## config.mk

```make
export PLATFORM = sky130hd
export DESIGN_NAME = ps2_arrow_decoder
export DESIGN_NICKNAME = d
export VERILOG_FILES = /design/src/rtl/ps2_arrow_decoder.sv
export SDC_FILE = /design/constraint.sdc
export NUM_CORES = 1
export LEC_CHECK = 0
export ABC_AREA = 1
export CAP_MARGIN = 20
export CORE_MARGIN = 5
export CORE_UTILIZATION = 55
export CTS_CLUSTER_DIAMETER = 80
export DETAILED_ROUTE_END_ITERATION = 8
export PLACE_DENSITY = 0.76
export SLEW_MARGIN = 20
export SYNTH_ARGS = -nofsm -noshare
export SYNTH_HDL_FRONTEND = slang
export SYNTH_SLANG_ARGS = --single-unit
```

## constraint.sdc

```tcl
create_clock -name clock -period 4.1 [get_ports clock]
set_input_delay 0.615 -clock clock [delete_from_list [all_inputs] [get_ports clock]]
set_output_delay 0.615 -clock clock [all_outputs]
set_load 0.005 [all_outputs]
```

## src/rtl/ps2_arrow_decoder.sv

```systemverilog
// PS/2 keyboard frame receiver with arrow-key / Enter decoder.
// Drives a one-hot held-arrow vector and an Enter-held level for the game controls.
module ps2_arrow_decoder #(
    parameter int TIMEOUT_CYCLES = 50000
) (
    input  logic       clock,
    input  logic       reset,
    input  logic       ps2_clk,
    input  logic       ps2_data,
    output logic [3:0] keys,
    output logic       select,
    output logic [7:0] scan_code,
    output logic       code_valid,
    output logic       frame_err
);

    localparam int CW = $clog2(TIMEOUT_CYCLES + 1);
    localparam logic [CW-1:0] TO_LAST = CW'(TIMEOUT_CYCLES - 1);

    typedef enum logic [1:0] {IDLE, DATA, PARITY, STOP} state_t;

    logic [1:0]    clkSync_q, dataSync_q;
    logic          clkPrev_q;
    state_t        state_q, state_d;
    logic [2:0]    bitCnt_q, bitCnt_d;
    logic [7:0]    shift_q, shift_d;
    logic          parity_q, parity_d;
    logic [CW-1:0] toCnt_q, toCnt_d;
    logic [7:0]    scanCode_q, scanCode_d;
    logic          codeValid_q, codeValid_d;
    logic          frameErr_q, frameErr_d;
    logic          ext_q, ext_d, brk_q, brk_d;
    logic [3:0]    keys_q, keys_d;
    logic          select_q, select_d;
    logic          fall, dataBit;
    logic [3:0]    arrowOh;

    // Sync flops reset to the idle-high line level so reset never fakes an edge.
    always_ff @(posedge clock or posedge reset) begin
        if (reset) begin
            clkSync_q  <= 2'b11;
            dataSync_q <= 2'b11;
            clkPrev_q  <= 1'b1;
        end else begin
            clkSync_q  <= {clkSync_q[0], ps2_clk};
            dataSync_q <= {dataSync_q[0], ps2_data};
            clkPrev_q  <= clkSync_q[1];
        end
    end

    assign fall    = clkPrev_q & ~clkSync_q[1];
    assign dataBit = dataSync_q[1];

    always_ff @(posedge clock or posedge reset) begin
        if (reset) begin
            state_q     <= IDLE;
            bitCnt_q    <= '0;
            shift_q     <= '0;
            parity_q    <= 1'b0;
            toCnt_q     <= '0;
            scanCode_q  <= '0;
            codeValid_q <= 1'b0;
            frameErr_q  <= 1'b0;
            ext_q       <= 1'b0;
            brk_q       <= 1'b0;
            keys_q      <= '0;
            select_q    <= 1'b0;
        end else begin
            state_q     <= state_d;
            bitCnt_q    <= bitCnt_d;
            shift_q     <= shift_d;
            parity_q    <= parity_d;
            toCnt_q     <= toCnt_d;
            scanCode_q  <= scanCode_d;
            codeValid_q <= codeValid_d;
            frameErr_q  <= frameErr_d;
            ext_q       <= ext_d;
            brk_q       <= brk_d;
            keys_q      <= keys_d;
            select_q    <= select_d;
        end
    end

    // Frame FSM; an edge in the same cycle as the timeout wins and keeps the frame alive.
    always_comb begin
        state_d     = state_q;
        bitCnt_d    = bitCnt_q;
        shift_d     = shift_q;
        parity_d    = parity_q;
        toCnt_d     = toCnt_q;
        scanCode_d  = scanCode_q;
        codeValid_d = 1'b0;
        frameErr_d  = 1'b0;

        if (state_q == IDLE) begin
            toCnt_d = '0;
            if (fall && !dataBit) begin
                state_d  = DATA;
                bitCnt_d = '0;
            end
        end else if (fall) begin
            toCnt_d = '0;
            case (state_q)
                DATA: begin
                    shift_d  = {dataBit, shift_q[7:1]};
                    bitCnt_d = bitCnt_q + 3'd1;
                    if (bitCnt_q == 3'd7) state_d = PARITY;
                end
                PARITY: begin
                    parity_d = dataBit;
                    state_d  = STOP;
                end
                default: begin
                    state_d = IDLE;
                    if (dataBit && ((^shift_q) ^ parity_q)) begin
                        scanCode_d  = shift_q;
                        codeValid_d = 1'b1;
                    end else begin
                        frameErr_d = 1'b1;
                    end
                end
            endcase
        end else if (toCnt_q == TO_LAST) begin
            state_d    = IDLE;
            toCnt_d    = '0;
            frameErr_d = 1'b1;
        end else begin
            toCnt_d = toCnt_q + CW'(1);
        end
    end

    always_comb begin
        case (scanCode_q)
            8'h75:   arrowOh = 4'b0001;
            8'h72:   arrowOh = 4'b0010;
            8'h6B:   arrowOh = 4'b0100;
            8'h74:   arrowOh = 4'b1000;
            default: arrowOh = 4'b0000;
        endcase
    end

    // Prefix flags accumulate until a non-prefix byte consumes them; errors drop them.
    always_comb begin
        ext_d    = ext_q;
        brk_d    = brk_q;
        keys_d   = keys_q;
        select_d = select_q;

        if (codeValid_q) begin
            if (scanCode_q == 8'hE0) begin
                ext_d = 1'b1;
            end else if (scanCode_q == 8'hF0) begin
                brk_d = 1'b1;
            end else begin
                ext_d = 1'b0;
                brk_d = 1'b0;
                if (ext_q && arrowOh != 4'b0000) begin
                    if (!brk_q)
                        keys_d = arrowOh;
                    else if (keys_q == arrowOh)
                        keys_d = 4'b0000;
                end else if (!ext_q && scanCode_q == 8'h5A) begin
                    select_d = ~brk_q;
                end
            end
        end else if (frameErr_q) begin
            ext_d = 1'b0;
            brk_d = 1'b0;
        end
    end

    assign keys       = keys_q;
    assign select     = select_q;
    assign scan_code  = scanCode_q;
    assign code_valid = codeValid_q;
    assign frame_err  = frameErr_q;

endmodule

```

==> summary by stage, run 1 <==
Clock network
For the worst-skew pair, the clock arrives at the later sink with an insertion delay of 0.30 ns. Post-CTS timing repair inserted 0 buffers for setup. In this run the number of H-tree levels came out at 2. The number of buffers between clock root and the deepest sink is 2. The clock root buffer is sky130_fd_sc_hd__clkbuf_8.

TritonCTS built the clock tree. The clock transition at the registers of the reported paths is 0.09 ns. The total CTS buffers is 5. The number of sinks on the clock net is 52. After clock tree synthesis, the flow added hold-fix buffers numbering 0.

After clock tree synthesis, the repair step resized 0 gates.

Finish
The filler cells instantiated in the layout total 458. The final cell area excluding filler cells is 0.00320 mm². The share of final-layout standard cells stronger than drive strength 1 is 11.4%.

The repair_antennas step left the layout with diodes totalling 0. The final instance count without filler cells is 457. The layout overhead on the synthesized area is 12.2%.

The number of nets in the layout is 397.

Synth
The post-synthesis sequential element count is 52. The total standard cell area after synthesis is 0.00285 mm². The count of cell types in the netlist is 33. The most used flip-flop cell after synthesis is sky130_fd_sc_hd__dfrtp_1. The yosys synthesis warning count is 0.

Of all flip-flops after synthesis, the portion carrying an async set or reset was 100%. The number of nets handed over by synthesis was 374. In this run the mean area of a mapped cell was 7.85 µm².

Counting every instance in the synthesized netlist gives 363. The synthesized design contains 0 enable-type register cells. The fraction of the yosys area taken by sequential cells is 45.9%.

Critical path
The signal on the critical path passes through clkdlybuf4s50_1. The kind of cell adding the most delay to the critical path is buffers and inverters. The worst-case reg-to-reg path depth is 11. The destination of the worst register-to-register timing path is state_q[0]. The count of buffering cells on the critical path with inverters included is 1.

The biggest fanout along the worst timing path is 6. The cell with the biggest individual delay on the critical path is sky130_fd_sc_hd__clkdlybuf4s50_1. The largest single stage delay on the critical path is 0.54 ns.

The required time of the critical path is 3.48 ns. The startpoint-to-endpoint class of the critical path is register to output pin. The destination of the critical timing path is scan_code[1]. The data arrival time of the worst path is 1.29 ns.

The worst register-to-register path begins at state_q[0]. The timing startpoint of the critical path is scan_code[1]. The worst setup path is captured at an output pin. The register-to-register path setup slack is 2.31 ns. STA classifies the critical path startpoint as a register. The cell depth of the worst setup path is 1.

Power and ir drop
For this design the static power due to leakage is 0.00151 µW. Dividing total power by cell area gives a power density of 510 mW/mm². The largest vdd supply drop is 315 µV.

Die
The area inside the core boundary is 0.00507 mm². For this configuration, the core starts out at a cell density of 56.1%. 19 I/O pins were placed. The x dimension of the die is 82.0 µm. The cell row count is 26. Measured along the y axis, the die boundary spans 82.0 µm. The area of the die is 0.00672 mm².

Status
The run finished with clean final reports.

Detailed routing
The antenna violation net count after detailed routing is 0. The final wirelength is 5.16 mm. After detailed routing, the average wire length per cell comes to 11.3 µm. The routed via count divided by cell count is 5.01. The number of remaining DRC errors is 0. The iteration count of the initial detailed-routing pass is 4. The first-iteration detailed-routing DRC count is 104. For this block, the via count after detailed routing is 2289.

Global routing
Global routing used 17.8% of the available tracks. The via count of the first global-routing pass was 2220. The total grt overflow is 0. Entering global routing, the biggest net connects 53 pins. The first-pass GRT wire length is 9.39 mm.

The number of antenna violations at the first check in global routing is 0.

Placed design
The post-place instance area is 0.00310 mm². Port buffering added 18 buffers. The congestion estimate from routability-driven global placement came to 0.825. Including well taps, the total number of placed cells is 449. The final HPWL from detailed placement is 3.93 mm.

Timing
For the pin with the worst max-slew slack, the measured transition is 0.856 ns. The setup total negative slack is 0 ns. The time the worst path needs with I/O delays and setup is 1.90 ns. The clock tree skew after final layout is 0.00822 ns.

Hold is met by 0.361 ns. The number of failing hold endpoints at the final stage was 0. The max-slew violation count came to 0. The final count of negative-setup-slack endpoints is 0.

Measured against its own limit, the worst slew margin works out to 42.9%. The timing-limited maximum frequency is 525 MHz. Setup repair after global routing left no endpoint under its margin. The share of the cycle needed by the critical path after routing is 46.5%.

Min path
Along the worst hold path, the cell count comes to 0. The worst hold path belongs to the class register to register.

Flow run
The max capacitance violation total is 0.
==> power breakdown <==
group | switching (µW) | internal (µW) | total (µW) | leakage, µW
Sequential | 92.8 | 598 | 690 | 0.000694
Combinational | 402 | 233 | 635 | 0.000771
Clock | 165 | 137 | 303 | 0.0000445
==> state kept, by name, summed over array words and instances, names as in the netlist, 2 cells and up <==
register	count
toCnt_q	16
scan_code	8
shift_q	8
keys	4
bitCnt_q	3
clkSync_q	2
dataSync_q	2
state_q	2
==> cells in the final DEF (no fill, tap or decap), types with 2 or more instances in the layout <==
master                            count
sky130_fd_sc_hd__nand2_1            111
sky130_fd_sc_hd__inv_1               48
sky130_fd_sc_hd__dfrtp_1             47
sky130_fd_sc_hd__nor2_1              34
sky130_fd_sc_hd__clkdlybuf4s50_1     18
sky130_fd_sc_hd__nand3_1             17
sky130_fd_sc_hd__o21ai_0             17
sky130_fd_sc_hd__a21oi_1             14
sky130_fd_sc_hd__nand4_1              8
sky130_fd_sc_hd__nand2_2              7
sky130_fd_sc_hd__ha_1                 7
sky130_fd_sc_hd__nand3b_1             6
sky130_fd_sc_hd__clkbuf_8             6
sky130_fd_sc_hd__nor2_4               5
sky130_fd_sc_hd__nor3_1               5
sky130_fd_sc_hd__dfstp_2              5
sky130_fd_sc_hd__nor2_2               4
sky130_fd_sc_hd__o21ai_1              4
sky130_fd_sc_hd__inv_2                3
sky130_fd_sc_hd__xnor2_1              2
sky130_fd_sc_hd__nand3_2              2
sky130_fd_sc_hd__nand2_4              2
sky130_fd_sc_hd__nor4_1               2
==> synthesized netlist by cell type, types with 3 or more instances <==
cell type	n	share of area, %
sky130_fd_sc_hd__o21ai_1	4	0.70
sky130_fd_sc_hd__nor2_1	34	4.5
sky130_fd_sc_hd__a21oi_1	14	2.5
sky130_fd_sc_hd__nor2_4	5	2.0
sky130_fd_sc_hd__o21ai_0	17	3.0
sky130_fd_sc_hd__ha_1	7	3.1
sky130_fd_sc_hd__nand4_1	8	1.8
sky130_fd_sc_hd__nor2_2	4	0.88
sky130_fd_sc_hd__inv_1	49	6.5
sky130_fd_sc_hd__dfstp_2	5	4.6
sky130_fd_sc_hd__nor3_1	5	0.88
sky130_fd_sc_hd__dfrtp_1	47	41
sky130_fd_sc_hd__nand3_1	17	3.0
sky130_fd_sc_hd__nand3b_1	6	1.6
sky130_fd_sc_hd__inv_2	3	0.40
sky130_fd_sc_hd__nand2_2	7	1.5
sky130_fd_sc_hd__nand2_1	111	15
==> final cells by class <==
| class | count | area (µm²) | share of cell area, % |
|---|---|---|---|
| Tap cell | 70 | 87.6 | 2.74 |
| Sequential cell | 52 | 1310 | 40.9 |
| Inverter | 53 | 203 | 6.34 |
| Multi-Input combinational cell | 256 | 1330 | 41.4 |
| Timing Repair Buffer | 18 | 180 | 5.64 |
| Clock buffer | 7 | 86.3 | 2.70 |
| Clock inverter | 1 | 7.51 | 0.235 |
==> how the worst min path moves through the flow <==
| stage | start | end | slack, ns |
|---|---|---|---|
| 5_1_grt | dataSync_q[0] | dataSync_q[1] | 0.36 |
| 4_1_cts | dataSync_q[0] | dataSync_q[1] | 0.36 |
| 2_1_floorplan | clkSync_q[0] | clkSync_q[1] | 0.35 |
| 6_report | dataSync_q[0] | dataSync_q[1] | 0.36 |
| 3_5_place_dp | dataSync_q[0] | dataSync_q[1] | 0.35 |
| 3_3_place_gp | clkSync_q[0] | clkSync_q[1] | 0.35 |
==> metal layers <==
metal / routed length [µm] / GRT usage (%)
met1: 2410 / 22.4
met5: 0 / 0
met2: 2470 / 30.4
met3: 197 / 3.73
met4: 91 / 5.65
==> cells by family after synthesis <==
family | Yosys count | synth area share, %
and+or+nand+nor | 210 | 36.2
AOI/OAI and AO/OA | 37 | 6.63
adders and majority gates | 7 | 3.07
buffers and inverters | 55 | 7.60
DFF | 52 | 45.9
xor gates and xnor gates | 2 | 0.615
==> per-stage QoR <==
stage / util [%] / setup WS [ns] / power, µW
after detailed placement: 61.1 / 2.16 / 1340
after global routing: 63.0 / 2.08 / 1760
after CTS: 63.0 / 2.18 / 1640
final: 63.0 / 2.20 / 1630
after floorplan: - / 2.24 / 1220
after global placement: 61.1 / 2.18 / 1330
==> worst reg2reg max path, stage by stage, from the launching register on <==
cell and delay, ns:
sky130_fd_sc_hd__dfrtp_1 0.41, sky130_fd_sc_hd__inv_1 0.11, sky130_fd_sc_hd__ha_1 0.22, sky130_fd_sc_hd__inv_1 0.08, sky130_fd_sc_hd__nand2_1 0.10, sky130_fd_sc_hd__inv_1 0.09, sky130_fd_sc_hd__nand2_2 0.22, sky130_fd_sc_hd__nor2_1 0.07
sky130_fd_sc_hd__a21oi_1 0.16, sky130_fd_sc_hd__nand2_2 0.10, sky130_fd_sc_hd__nor2_1 0.09, sky130_fd_sc_hd__a21oi_1 0.04
No activity file was read; power rests on OpenSTA's default activity.
==> inputs of run 2 (changes only) <==
Clock period 4.1 ns to 1.95 ns, I/O delays scaled along.
==> run 2 against run 1 <==
  * Sequential cell count unchanged
  * Register-to-register slack worse by 2.1 ns
  * Sequential share of layout area down 0.41 points
  * Combinational power rose by 110%
  * Design area is 1.0% higher
  * Utilization rose by 0.64 points
  * Power grew 110%
  * Wire length hardly changed
  * Via count down 1.4%
  * Critical path depth increased by 9
  * Critical endpoint is now bitCnt_q[2]
==> summary by stage, run 2 (synthesized netlist as in run 1, its figures left out) <==
Die
The starting utilization of the core area is 56.1%. The area inside the core boundary is 0.00507 mm². The x dimension of the die is 82.0 µm. In this run the core area contains 26 standard-cell rows.

The die is 82.0 µm tall. The area of the die is 0.00672 mm². The count of boundary I/O pins is 19.

Placed design
The count of input and output buffers is 18. The congestion estimate from routability-driven global placement came to 0.882. The post-place instance area is 0.00314 mm². The final HPWL from detailed placement is 3.85 mm.

Timing
The max-slew violation count is 0. The setup total negative slack is 0 ns. The clock tree skew after final layout is 0.0107 ns.

Setup repair after global routing left no endpoint under its margin. For the finished layout, the period the worst path requires is 1.72 ns. The number of failing hold endpoints at the final stage is 0.

The final count of negative-setup-slack endpoints is 0. In this run the tightest slew margin relative to its limit is 74.1%. At the pin with the least slew margin, the transition time is 0.386 ns. The timing-limited maximum frequency is 582 MHz. The share of the cycle needed by the critical path after routing is 88.1%.

Finish
The commonest non-fill, non-tap cell in the layout is sky130_fd_sc_hd__nand2_1. The layout overhead on the synthesized area is 13.4%. The library cells used most frequently in the layout, excluding fill and tap cells, are sky130_fd_sc_hd__nand2_1, sky130_fd_sc_hd__inv_1, sky130_fd_sc_hd__dfrtp_1. The multi-input combinational cell area is 0.00133 mm².

Summing all non-filler instances in the final layout gives an area of 0.00323 mm². Counting flops per register, the top entry is toCnt_q. The number of fill cells in the layout is 433. In the final design database the tool counted 400 nets.

The storage element area is 0.00131 mm². The number of flip-flops in the largest register is 16. The antenna diode count is 0. The share of final-layout standard cells stronger than drive strength 1 is 12.3%.

Critical path
Of all nets on the critical path, the largest fanout is 16. The worst setup path is captured at a register. At the worst endpoint, the required time is 2.12 ns.

The startpoint type of the worst setup path is a register. Counting cells, the worst reg-to-reg path comes to 10. The data arrival time of the worst path is 1.89 ns. The startpoint-to-endpoint class of the critical path is register to register.

Clock network
The hold-fix buffer count after cts is 0. Clock-pin slew was measured on the worst setup and hold paths at 0.10 ns. The later pin in the worst-skew pair is clocked with a latency of 0.31 ns. The clock root buffer is sky130_fd_sc_hd__clkbuf_8. TritonCTS built the clock tree. The count of instances resized after the clock tree is built is 0. The number of H-tree levels is 2. The number of setup buffers added after CTS is 0. In this run the deepest clock path goes through 2 buffers. TritonCTS created 5 clock buffers.

For this design, the sink count on the clock tree is 52.

Global routing
The via count of the first global-routing pass was 2191. The first global-routing pass estimated 9.48 mm of wire. The met2 usage in global routing is 30.9%. The maximum number of pins on one net before global-route repair is 53.

The number of antenna violations at the first check in global routing is 0. The global routing usage on met3 is 4.50%. The most heavily used metal layer in global routing is met2. The fraction of met1 tracks used by global routing is 22.7%. Global routing used 18.3% of the available tracks across all layers. Global routing finished with a remaining overflow of 0.

Flow run
The max capacitance violation total is 0.

Detailed routing
In the routed design, unresolved DRC markers number 0. The iteration count of the initial detailed-routing pass is 4. After detailed routing, the average wire length per cell comes to 11.2 µm.

Dividing the detail-routed via count by the number of cells gives 4.91. For this block, the via count after detailed routing is 2257. The first-iteration detailed-routing DRC count is 89. The final wirelength is 5.16 mm. Once detail routing completed, the nets flagged for antenna violations numbered 0.

Min path
In this run the worst hold path is classified as input port to async pin.

Power and ir drop
The worst-case IR drop observed on VDD is 728 µV. The cell leakage power is 0.00154 µW. The power density over cell area is 1060 mW/mm².

Status
The run finished with clean final reports.
-- run 2: final timing paths --
path                            slack [ns]            end     startpoint
worst max-delay path                  0.23    bitCnt_q[2]     state_q[0]
worst min-delay path                  0.32        keys[2]          reset
worst max register to register        0.23    bitCnt_q[2]     state_q[0]
worst min register to register        0.36  dataSync_q[1]  dataSync_q[0]
max in group asynchronous             1.32      clkPrev_q          reset
min in group clock                    0.36  dataSync_q[1]  dataSync_q[0]
-- run 2: per-layer routing --
metal / up-vias / part of all wire, %
li1: 1195 / -
met1: 1018 / 46
met2: 35 / 48
met3: 9 / 3.3
met4: 0 / 2.2
met5: - / 0
-- run 2: report_power, final --
group | total [µW] | switching, µW | internal, µW
logic | 1350 | 850 | 502
registers | 1450 | 194 | 1260
clock network | 632 | 348 | 284
-- run 2: area by class of cell --
| class | instances | area share, % |
|---|---|---|
| Clock inverter | 2 | 0.310 |
| Clock buffer | 6 | 2.56 |
| Inverter | 53 | 6.24 |
| Sequential cell | 52 | 40.5 |
| Multi-Input combinational cell | 256 | 41.0 |
| Tap cell | 70 | 2.71 |
| Timing Repair Buffer | 21 | 6.66 |
-- run 2: per-stage QoR --
| step | power, µW | worst slack, ns | cells | utilization [%] | hold WS [ns] |
|---|---|---|---|---|---|
| after floorplan | 2560 | 0.408 | 363 | - | 0.297 |
| after global placement | 2780 | 0.294 | 452 | 61.8 | 0.346 |
| after detailed placement | 2830 | 0.233 | 452 | 61.8 | 0.347 |
| after CTS | 3480 | 0.215 | 460 | 63.6 | 0.335 |
| after global routing | 3760 | 0.0530 | 460 | 63.6 | 0.353 |
| final | 3430 | 0.231 | 460 | 63.6 | 0.319 |
-- run 2: worst max-delay path, stage by stage (launching register included) --
cell and delay, ns:
sky130_fd_sc_hd__dfrtp_1 0.41, sky130_fd_sc_hd__inv_1 0.11, sky130_fd_sc_hd__ha_1 0.22, sky130_fd_sc_hd__inv_1 0.09, sky130_fd_sc_hd__nand2_1 0.11, sky130_fd_sc_hd__inv_1 0.10, sky130_fd_sc_hd__nand2_2 0.09, sky130_fd_sc_hd__buf_4 0.19
sky130_fd_sc_hd__inv_1 0.10, sky130_fd_sc_hd__nand2_1 0.07, sky130_fd_sc_hd__o21ai_0 0.11
